`src/rtl/overture_pkg.sv`:
```
// Shared types and constants for the Overture-style core and its ALU.
package overture_pkg;

  typedef enum logic [1:0] {
    M_IMM  = 2'd0,
    M_CALC = 2'd1,
    M_COPY = 2'd2,
    M_COND = 2'd3
  } mode_e;

  typedef enum logic [1:0] {
    ST_IDLE    = 2'd0,
    ST_RUN     = 2'd1,
    ST_WAIT_IO = 2'd2,
    ST_HALT    = 2'd3
  } state_e;

  localparam logic [2:0] ALU_OR   = 3'd0;
  localparam logic [2:0] ALU_NAND = 3'd1;
  localparam logic [2:0] ALU_NOR  = 3'd2;
  localparam logic [2:0] ALU_AND  = 3'd3;
  localparam logic [2:0] ALU_ADD  = 3'd4;
  localparam logic [2:0] ALU_SUB  = 3'd5;
  localparam logic [2:0] ALU_XOR  = 3'd6;
  localparam logic [2:0] ALU_XNOR = 3'd7;

  localparam logic [2:0] CC_NEVER = 3'd0;
  localparam logic [2:0] CC_EQZ   = 3'd1;
  localparam logic [2:0] CC_LTZ   = 3'd2;
  localparam logic [2:0] CC_LEZ   = 3'd3;
  localparam logic [2:0] CC_ALWAYS = 3'd4;
  localparam logic [2:0] CC_NEZ   = 3'd5;
  localparam logic [2:0] CC_GEZ   = 3'd6;
  localparam logic [2:0] CC_GTZ   = 3'd7;

  localparam logic [2:0] IO_SLOT   = 3'd6;
  localparam logic [2:0] NULL_SLOT = 3'd7;
  localparam logic [7:0] OP_HALT   = 8'hBF;

endpackage

```
`src/rtl/overture_alu_p.sv`:
```
// Combinational ALU (r1 op r2) and signed condition test on r3.
module overture_alu_p
  import overture_pkg::*;
#(
  parameter int DATA_W = 8
) (
  input  logic [DATA_W-1:0] a,
  input  logic [DATA_W-1:0] b,
  input  logic [DATA_W-1:0] test,
  input  logic [2:0]        alu_op,
  input  logic [2:0]        cond,
  output logic [DATA_W-1:0] result,
  output logic              take_jump
);

  logic neg;
  logic zero;

  assign neg  = test[DATA_W-1];
  assign zero = (test == '0);

  // ALU result; ADD/SUB wrap naturally at DATA_W bits
  always_comb begin
    result = '0;
    case (alu_op)
      ALU_OR:   result = a | b;
      ALU_NAND: result = ~(a & b);
      ALU_NOR:  result = ~(a | b);
      ALU_AND:  result = a & b;
      ALU_ADD:  result = a + b;
      ALU_SUB:  result = a - b;
      ALU_XOR:  result = a ^ b;
      ALU_XNOR: result = ~(a ^ b);
      default:  result = '0;
    endcase
  end

  // Condition evaluation with r3 treated as two's complement
  always_comb begin
    take_jump = 1'b0;
    case (cond)
      CC_NEVER:  take_jump = 1'b0;
      CC_EQZ:    take_jump = zero;
      CC_LTZ:    take_jump = neg;
      CC_LEZ:    take_jump = neg | zero;
      CC_ALWAYS: take_jump = 1'b1;
      CC_NEZ:    take_jump = ~zero;
      CC_GEZ:    take_jump = ~neg;
      CC_GTZ:    take_jump = ~neg & ~zero;
      default:   take_jump = 1'b0;
    endcase
  end

endmodule

```
`src/rtl/overture_core_p.sv`:
```
// Overture-style core: PC, six-entry register file, handshaked I/O port
// and run/halt sequencing. Opcodes come from an external combinational ROM.
//
// state   | meaning
// IDLE    | after reset, waiting for start
// RUN     | one instruction per cycle
// WAIT_IO | I/O copy stalled on handshake, PC and registers held
// HALT    | halt opcode seen, PC frozen, waiting for start
module overture_core_p
  import overture_pkg::*;
#(
  parameter int DATA_W = 8,
  parameter int PC_W   = 8
) (
  input  logic              clk,
  input  logic              res,
  input  logic              start,
  output logic [PC_W-1:0]   instr_addr,
  input  logic [7:0]        instr_data,
  input  logic [DATA_W-1:0] in_data,
  input  logic              in_valid,
  output logic              in_ready,
  output logic [DATA_W-1:0] out_data,
  output logic              out_valid,
  input  logic              out_ready,
  output logic              halted,
  output logic [1:0]        dbg_state
);

  localparam logic [1:0] S_IDLE    = 2'(ST_IDLE);
  localparam logic [1:0] S_RUN     = 2'(ST_RUN);
  localparam logic [1:0] S_WAIT_IO = 2'(ST_WAIT_IO);
  localparam logic [1:0] S_HALT    = 2'(ST_HALT);

  logic [1:0]        state;
  logic [PC_W-1:0]   pc;
  logic [DATA_W-1:0] rf [0:5];

  mode_e             mode;
  logic [2:0]        src;
  logic [2:0]        dst;
  logic              active;
  logic              is_halt;
  logic              rd_io;
  logic              wr_io;
  logic              out_ok;
  logic              done;
  logic              exec;
  logic [DATA_W-1:0] src_val;
  logic [DATA_W-1:0] alu_result;
  logic              take_jump;

  assign mode    = mode_e'(instr_data[7:6]);
  assign src     = instr_data[5:3];
  assign dst     = instr_data[2:0];
  assign active  = (state == S_RUN) || (state == S_WAIT_IO);
  assign is_halt = (instr_data == OP_HALT);
  assign rd_io   = (mode == M_COPY) && !is_halt && (src == IO_SLOT);
  assign wr_io   = (mode == M_COPY) && !is_halt && (dst == IO_SLOT);
  assign out_ok  = !out_valid || out_ready;
  // An I/O copy completes only when every port it touches is ready
  assign done    = (!rd_io || in_valid) && (!wr_io || out_ok);
  assign exec    = active && !is_halt && done;

  // The input is only offered when the rest of the instruction can complete
  assign in_ready   = active && rd_io && (!wr_io || out_ok);
  assign instr_addr = pc;
  assign halted     = (state == S_HALT);
  assign dbg_state  = state;

  // Copy source select: r0..r5, input port, or constant zero
  always_comb begin
    src_val = '0;
    case (src)
      IO_SLOT:   src_val = in_data;
      NULL_SLOT: src_val = '0;
      default:   src_val = rf[src];
    endcase
  end

  overture_alu_p #(.DATA_W(DATA_W)) u_alu (
    .a         (rf[1]),
    .b         (rf[2]),
    .test      (rf[3]),
    .alu_op    (instr_data[2:0]),
    .cond      (instr_data[2:0]),
    .result    (alu_result),
    .take_jump (take_jump)
  );

  // Register file writes for completed IMM/CALC/COPY instructions
  always_ff @(posedge clk or posedge res) begin
    if (res) begin
      for (int i = 0; i < 6; i++) rf[i] <= '0;
    end else if (exec) begin
      case (mode)
        M_IMM:  rf[0] <= DATA_W'(instr_data[5:0]);
        M_CALC: rf[3] <= alu_result;
        M_COPY: if (dst != IO_SLOT && dst != NULL_SLOT) rf[dst] <= src_val;
        default: ;
      endcase
    end
  end

  // Run/halt sequencing and program counter
  always_ff @(posedge clk or posedge res) begin
    if (res) begin
      state <= S_IDLE;
      pc    <= '0;
    end else begin
      case (state)
        S_IDLE, S_HALT: begin
          if (start) begin
            state <= S_RUN;
            pc    <= '0;
          end
        end
        default: begin
          if (is_halt) begin
            state <= S_HALT;
          end else if (done) begin
            state <= S_RUN;
            if (mode == M_COND && take_jump) pc <= PC_W'(rf[0]);
            else                             pc <= pc + PC_W'(1);
          end else begin
            state <= S_WAIT_IO;
          end
        end
      endcase
    end
  end

  // Output port register; a new write wins over a simultaneous drain
  always_ff @(posedge clk or posedge res) begin
    if (res) begin
      out_data  <= '0;
      out_valid <= 1'b0;
    end else if (exec && wr_io) begin
      out_data  <= src_val;
      out_valid <= 1'b1;
    end else if (out_ready) begin
      out_valid <= 1'b0;
    end
  end

endmodule

```
`config.mk`:
```
export PLATFORM = sky130hd
export DESIGN_NAME = overture_core_p
export DESIGN_NICKNAME = d
export VERILOG_FILES = /design/src/rtl/overture_pkg.sv /design/src/rtl/overture_alu_p.sv /design/src/rtl/overture_core_p.sv
export SDC_FILE = /design/constraint.sdc
export NUM_CORES = 1
export LEC_CHECK = 0
export BUFFER_PORTS_ARGS = -buffer_cell sky130_fd_sc_hd__buf_2
export CORE_ASPECT_RATIO = 1.1
export CORE_UTILIZATION = 61
export CTS_CLUSTER_DIAMETER = 100
export DETAILED_ROUTE_END_ITERATION = 10
export HOLD_SLACK_MARGIN = 0.06
export MAX_ROUTING_LAYER = met4
export PLACE_DENSITY = 0.85
export SYNTH_ARGS = -nofsm -noshare
export SYNTH_HDL_FRONTEND = slang
export SYNTH_SLANG_ARGS = --single-unit
```
`constraint.sdc`:
```
create_clock -name clk -period 3.25 [get_ports clk]
set_input_delay 0.1625 -clock clk [delete_from_list [all_inputs] [get_ports clk]]
set_output_delay 0.1625 -clock clk [all_outputs]
set_load 0.005 [all_outputs]
```
### After elaboration in Yosys (flattened, before gate mapping)

Cells that the tools add are included.

* input bits: 21
* output and inout port bits: 21
* flip-flop bits (word level): 67
* word-level logic and storage cells: 105

* magnitude comparators: 3
* muxes and demuxes: 23
* bitwise gates (word level): 12
* $add $sub $neg: 3
* eq/ne operators: 21
* reductions and logical operators: 33

Operator list (number)
* $mux 8: 8
* $pmux 8 s8: 1
* $bwmux 48: 1
* $mux 48: 1
* $pmux 8 s2: 3
* $bmux 8 s3: 1
* $demux 8 s3: 1
* $not 8->8: 3
* $eq 3x3->1 const B: 6
* $logic_and 1x1->1: 12
* $reduce_and 3->1: 4
* $add 8x1->8 const B: 1
* $add 8x8->8: 1
* $and 8x8->8: 1
* $eq 2x2->1 const B: 4
* $eq 8x8->1 const B: 1
* $ge 4x4->1 const B: 2
* $logic_not 8->1: 1
* $mux 2: 4
* $not 3->4: 2
* $or 8x8->8: 1
* $pmux 1 s8: 1
* $reduce_bool 2->1: 4
* $sub 8x8->8: 1
* other kinds (17): 30

### Longest topological paths before layout

Gate-level depths: netlist (run 1).

* depth after elaboration: 10
* gate-level depth with buffers: 12

### Modules after synthesis

Synthesis (run 1) repeated with hierarchy kept, for this count alone.

* cell total of the unflattened synthesis: 487
* area total of the unflattened synthesis: 4962.3 µm²

Modules (own cells, without submodules)
* overture_core_p: instances 1, area an instance 3818.7 µm², cells an instance 336
* overture_alu_p: instances 1, area an instance 1143.6 µm², cells an instance 151

### Least setup slack after synthesis (run 1)

No wires, ideal clock.

* path kind: input to register
* start point: input instr_data[0]
* end point: register rf[21] (netlist name)
* setup slack: 764 ps
* setup time: 77 ps
* stages on the path: 11
* path buffers: 2
* arrival: 2408 ps
* cell sequence: buf_4 buf_2 and3b_1 nor2_1 xnor2_1 ha_1 a21oi_1 a21oi_1 o21ai_0 or4b_2 a21oi_1

* word-level cells in the longest chain between the ends: 9
* elaborated cells on any way between the ends: 35

RTL lines
* start, declared: line overture_core_p.sv:19 `input logic [7:0] instr_data,`
* parallel branches: the longest is 9 deep, another holds $ge 4x4->1
* end signal, assigned by index: line overture_core_p.sv:99 `M_COPY: if (dst != IO_SLOT && dst != NULL_SLOT) rf[dst] <= src_val;`
* end, declared: line overture_core_p.sv:37 `logic [DATA_W-1:0] rf [0:5];`

Several ways; the timed one is not identified. The select of a mux whose other input is x is not followed.
A chain may end at the register's enable or synchronous reset.

### Worst setup path in the final report (run 1)

* start point: register rf[24] (netlist name)
* end point: register rf[21] (netlist name)

* word-level cells in the longest chain between the ends: 3
* elaborated cells on any way between the ends: 4

RTL lines
* $sub 8x8->8 or $add 8x8->8 (tied branches): line overture_alu_p.sv:31, overture_alu_p.sv:30
* $pmux 8 s8 (*): line overture_alu_p.sv:25 `case (alu_op)`
* $pmux 8 s2 (*): line overture_core_p.sv:96 `case (mode)`

Mark *: on every way between the ends. The rest lies on a longest branch, timed or not.

==> results.sh, run 1 <==
export IMPL_ys_warn_count=0
export IMPL_antenna_cells=0
export IMPL_hold_class="in -> async"
export IMPL_finClkSkew_ps=8.75
export IMPL_dpl_cell_count=606
export IMPL_path_class="reg -> reg"
export IMPL_grt_usage_pct=35.2
export IMPL_syn_inst=471
export IMPL_vdd_drop_max_mv=0.429
export IMPL_routedWlPerCell_microns=20.8
export IMPL_fp_coreArea_sq_um=7510
export IMPL_drc=0
export IMPL_cts_clk_slew_worst_paths_ps=80
export IMPL_layout_min_cycle_time_ps=2710
export IMPL_netlist_area_sq_um=4790
export IMPL_rows=33
export IMPL_path_buf_inv=1
export IMPL_io_pin_count=42
export IMPL_cts_tree="done"
export IMPL_design_area_sq_um=5300
export IMPL_fmax_mhz=368
export IMPL_pre_cts_ws_ps=584
export IMPL_wl_microns=12900
export IMPL_dr_pass1_iters=6
export IMPL_grt_pass1_wl_microns=21000
export IMPL_fillers=566
export IMPL_chipHeight_microns=94.9
export IMPL_dieArea_sq_um=8200
export IMPL_timing_final_crit_share_pct=83.5
export IMPL_antenna_found_initial=0
export IMPL_drive_gt1_share_pct=28.6
export IMPL_vias=4137
export IMPL_leakage_nw=2.40
export IMPL_drv_cap=0
export IMPL_cts_sinks=67
export IMPL_critPathArrivalTime_ps=3000
export IMPL_cts_hold_buf=0
export IMPL_ys_flop_type="dfrtp_1"
export IMPL_grt_max_degree=49
export IMPL_numCtsBuffers=9
export IMPL_synthArstFlopShare_pct=100
export IMPL_worstSetupEndpointType="register"
export IMPL_hold_violations=0
export IMPL_crit_chain="inv_1, ha_1, nor2_1, xnor2_1, ha_1, a21oi_1, a21oi_1, o21ai_0, or4b_2, a21oi_1"
export IMPL_finalSetupTns_ps=0
export IMPL_clkLatencyLatePin_ps=360
export IMPL_setup_slack_ps=536
export IMPL_portBuffers=41
export IMPL_seqCellArea_sq_um=1680
export IMPL_h_tree_depth=3
export IMPL_layoutNonFillerInstCount=622
export IMPL_dieWidth_microns=86.5
export IMPL_final_nets=560
export IMPL_overflow=0
export IMPL_cp_data_required_time_ps=3540
export IMPL_cpMaxStageDelayCell="or4b_2"
export IMPL_avgSynthCellArea_sq_um=10.2
export IMPL_cts_resized=0
export IMPL_cp_common_cell="a21oi_1"
export IMPL_crit_family="simple AND/OR/NAND/NOR gates"
export IMPL_rsz0062_at_grt="no"
export IMPL_synth_edf_count=0
export IMPL_pwr_density_cell_nw_per_um2=828
export IMPL_clock_path_buffers=2
export IMPL_crit_fanout=6
export IMPL_multiInputGateArea_sq_um=2850
export IMPL_area_growth_pct=10.7
export IMPL_finalPower_mw=4.39
export IMPL_tightestPinTransition_ps=1270
export IMPL_ys_seq_area_share_pct=35.0
export IMPL_hpwlAfterDp_microns=8980
export IMPL_yosysUniqueCellTypes=67
export IMPL_gp_congestion=0.916
export IMPL_status="completed"
export IMPL_max_slew_margin_pct=14.9
export IMPL_drtIter0Drc=336
export IMPL_root_buffer="clkbuf_8"
export IMPL_synth_seq_cells=67
export IMPL_critPathMaxStageDelay_ps=600
export IMPL_syn_nets=519
export IMPL_vias_per_cell=6.65
export IMPL_setup_violations=0
export IMPL_placed_area_sq_um=5060
export IMPL_grt_pass1_vias=4070
export IMPL_start_kind="register"
export IMPL_slew_viol_final=0
export IMPL_cts_setup_buffers=0
export IMPL_start_util_pct=63.7
export IMPL_ant_nets=0
placed cells by master (no fill, tap or decap), types with 4 or more instances in the layout:
cell type  count
dfrtp_1       67
mux2_2        49
buf_2         41
nand2_1       34
a21oi_1       28
nor2_1        27
inv_1         26
ha_1          26
o21ai_0       19
a31oi_1       14
mux2i_1       14
buf_4         11
xnor2_1       10
mux4_2         9
clkbuf_8       9
o22ai_1        8
nor3_1         8
nor2b_1        8
a32oi_1        8
nand2b_1       6
nand3_1        6
or2_2          5
and2_1         5
o211ai_1       5
a21o_1         4
or3_1          4
area by class of cell:
class	instances	area share, %
Multi-Input combinational cell	353	53.9
Sequential cell	67	31.6
Timing Repair Buffer	52	5.43
Tap cell	105	2.48
Clock buffer	10	2.41
Clock inverter	6	2.13
Inverter	29	2.05
power by group:
group / total (mW) / internal (mW) / switching, mW
registers: 1.47 / 1.13 / 0.341
logic: 2.06 / 0.990 / 1.07
clock network: 0.853 / 0.512 / 0.341
cell usage after synthesis, types with 9 or more instances:
master   count  area share, %
nand2_1     34            2.7
mux4_2       9            4.2
o21ai_0     19            2.0
a31oi_1     14            1.8
buf_2        9           0.94
nor2_1      27            2.1
mux2i_1     14            2.9
dfrtp_1     67             35
ha_1        26            6.8
xnor2_1     10            1.8
inv_1       27            2.1
mux2_2      49             12
a21oi_1     28            2.9
worst paths after layout:
path	endpoint	startpoint	depth (start not counted)	slack (ps)
min in group clk	dbg_state[0]	start	3	60
worst min-delay path	instr_addr[4]	res	2	40
worst max register to register	rf[21]	rf[24]	10	540
max in group asynchronous	rf[9]	res	3	2450
worst max-delay path	rf[21]	rf[24]	10	540
worst min register to register	out_data[2]	out_data[2]	1	500
stage by stage:
step	hold slack [ps]	util [%]
final	36.5	70.5
after global routing	88.8	70.5
after CTS	70.9	70.5
after detailed placement	438	67.3
after global placement	442	67.3
after floorplan	325	-
per-layer routing:
metal / part of all wire [%] / GRT usage [%] / vias up / routed length [microns]
li1: - / - / 1824 / -
met1: 39 / 41.9 / 1986 / 5080
met2: 48 / 56.0 / 251 / 6190
met3: 7.3 / 6.73 / 76 / 943
met4: 5.5 / 20.6 / 0 / 712
met5: 0 / - / - / 0
logic make-up (layout without fill, tap and decap cells):
| family | count (synthesis) | in the layout | share of synthesized area, % |
|---|---|---|---|
| AOI/OAI and AO/OA | 115 | 115 | 16.3 |
| xor gates and xnor gates | 12 | 12 | 2.20 |
| adders and majority gates | 27 | 27 | 7.22 |
| buffers and inverters | 51 | 97 | 5.33 |
| DFF | 67 | 67 | 35.0 |
| muxes | 74 | 74 | 19.2 |
| and+or+nand+nor | 125 | 125 | 14.7 |
registers in the layout, indices dropped and copies added (netlist names):
| name | cells |
|---|---|
| dbg_state | 2 |
| out_valid | 1 |
| out_data | 8 |
| rf | 48 |
| instr_addr | 8 |
Note: power is estimated with default switching activity, not from simulation.
==> run 2, diff against run 1 <==
==> constraint.sdc (replaced) <==
create_clock -name clk -period 2.8 [get_ports clk]
set_input_delay 0.14 -clock clk [delete_from_list [all_inputs] [get_ports clk]]
set_output_delay 0.14 -clock clk [all_outputs]
set_load 0.005 [all_outputs]
==> run 2 against run 1 <==
Against the previous run:
- fmax grew 2.5%
- clock skew grew 4.1 ps
- clock power grew 28%
- first-iteration DRC count grew 26%
- critical path depth is the same
- setup slack lost 380 ps
- flip-flop and latch count is the same
- count of clock-buffer cells in the layout is the same
- critical path type unchanged
- core utilization grew 1.5 points
- sequential power grew 16%
==> results.sh, run 2 (synthesis gave the netlist of run 1 again) <==
export IMPL_finalPower_mw=5.26
export IMPL_setup_violations=0
export IMPL_met1_length_microns=5060
export IMPL_numCtsBuffers=9
export IMPL_crit_family="simple AND/OR/NAND/NOR gates"
export IMPL_cpMaxStageDelayCell="or4b_2"
export IMPL_vdd_drop_max_mv=0.619
export IMPL_clkLatencyLatePin_ps=350
export IMPL_grt_pass1_wl_microns=20900
export IMPL_path_class="reg -> reg"
export IMPL_largest_register="rf"
export IMPL_drtIter0Drc=424
export IMPL_pre_cts_ws_ps=163
export IMPL_clock_path_buffers=2
export IMPL_hpwlAfterDp_microns=9040
export IMPL_area_growth_pct=13.1
export IMPL_routedWlPerCell_microns=21.0
export IMPL_worstRegToRegCells=10
export IMPL_clockPowerShare_pct=20.6
export IMPL_rows=33
export IMPL_hold_violations=0
export IMPL_crit_fanout=6
export IMPL_fillers=531
export IMPL_drc=0
export IMPL_finClkSkew_ps=12.8
export IMPL_cts_sinks=67
export IMPL_r2r_end="rf[21]"
export IMPL_final_util_pct=72.0
export IMPL_tightestPinTransition_ps=1170
export IMPL_drive_gt1_share_pct=30.0
export IMPL_grt_max_degree=28
export IMPL_dr_pass1_iters=5
export IMPL_vias=4236
export IMPL_finalSetupTns_ps=0
export IMPL_cts_tree="done"
export IMPL_hold_class="in -> reg"
export IMPL_swShare_pct=39.2
export IMPL_min_delay_start="out_ready"
export IMPL_chipHeight_microns=94.9
export IMPL_cts_clk_slew_worst_paths_ps=80
export IMPL_hold_worst_slack_ps=134
export IMPL_grt_usage_pct=35.0
export IMPL_largest_reg_flops=48
export IMPL_max_slew_margin_pct=21.8
export IMPL_cp_data_required_time_ps=3070
export IMPL_pwr_density_cell_nw_per_um2=972
export IMPL_leakage_nw=2.46
export IMPL_antenna_cells=0
export IMPL_io_pin_count=42
export IMPL_h_tree_depth=3
export IMPL_worstSetupEndpointType="register"
export IMPL_crit_chain="inv_1, ha_1, nand2_1, a21boi_0, ha_1, nand3b_1, a21oi_1, o21ai_0, or4b_2, a21oi_1"
export IMPL_route_met3_wl_microns=895
export IMPL_fmax_mhz=378
export IMPL_antenna_found_initial=0
export IMPL_setup_slack_ps=153
export IMPL_layout_min_cycle_time_ps=2650
export IMPL_r2r_start="rf[24]"
export IMPL_status="completed"
export IMPL_start_util_pct=63.7
export IMPL_cts_setup_buffers=0
export IMPL_power_switching_mw=2.06
export IMPL_dieArea_sq_um=8200
export IMPL_timing_final_crit_share_pct=94.5
export IMPL_overflow=0
export IMPL_fp_coreArea_sq_um=7510
export IMPL_vias_per_cell=6.71
export IMPL_r2r_slack_ps=150
export IMPL_top_layer_used="met4"
export IMPL_start_kind="register"
export IMPL_hold_path_end="out_valid"
export IMPL_layoutNonFillerInstCount=631
export IMPL_placed_area_sq_um=5110
export IMPL_power_frac_seq_pct=32.6
export IMPL_critPathMaxStageDelay_ps=610
export IMPL_dpl_cell_count=613
export IMPL_combPwrFrac_pct=46.8
export IMPL_mostFrequentLayoutCells="66 x dfrtp_1, 49 x mux2_2, 41 x buf_2"
export IMPL_min_path_cells=3
export IMPL_power_internal_mw=3.20
export IMPL_dieWidth_microns=86.5
export IMPL_final_nets=569
export IMPL_slew_viol_final=0
export IMPL_portBuffers=41
export IMPL_ant_nets=0
export IMPL_root_buffer="clkbuf_8"
export IMPL_design_area_sq_um=5410
export IMPL_gp_congestion=1.05
export IMPL_drv_cap=0
export IMPL_critPathArrivalTime_ps=2920
export IMPL_path_buf_inv=1
export IMPL_wl_microns=13200
export IMPL_final_common_cell="dfrtp_1"
export IMPL_grt_pass1_vias=4164
export IMPL_routed_wl_met2_microns=6590
[run 2: worst max-delay path by stage]
stage,start,endpoint,slack (ps),depth (start not counted)
after global routing,rf[24],rf[21],-20,10
final,rf[24],rf[21],150,10
after floorplan,instr_data[0],rf[21],340,11
after detailed placement,rf[25],rf[21],160,9
after CTS,rf[25],rf[21],150,9
after global placement,rf[24],rf[21],260,9
[run 2: area by class of cell]
type	count	area [sq um]	share of cell area, %
Clock inverter	6	136	2.52
Timing Repair Buffer	61	360	6.66
Sequential cell	67	1680	31.0
Multi-Input combinational cell	353	2860	52.8
Tap cell	105	131	2.43
Clock buffer	10	138	2.54
Inverter	29	109	2.01
[run 2: power groups by stage]
stage | clock network [mW] | logic [mW] | registers (mW)
floorplan | 0 | 1.83 | 1.57
global placement | 0 | 2.28 | 1.66
detailed placement | 0 | 2.39 | 1.69
CTS | 1.09 | 2.43 | 1.68
global route | 1.14 | 2.71 | 1.74
finish | 1.09 | 2.46 | 1.71
[run 2: worst min-delay path: stages]
cell and delay, ps:
buf_2 70, nand2b_1 150, o31ai_1 90
[run 2: what timing repair did]
action | 4_1_cts | 5_1_grt
endpoints found under the setup margin | 0 | 1
gates resized for setup | 0 | 2
hold endpoints to repair | 17 | 0
hold buffers | 2 | 0
[run 2: layer usage]
metal	vias up	track usage, %
li1	1840	-
met1	2050	41.5
met2	267	56.0
met3	79	7.26
met4	0	19.3
met5	-	-
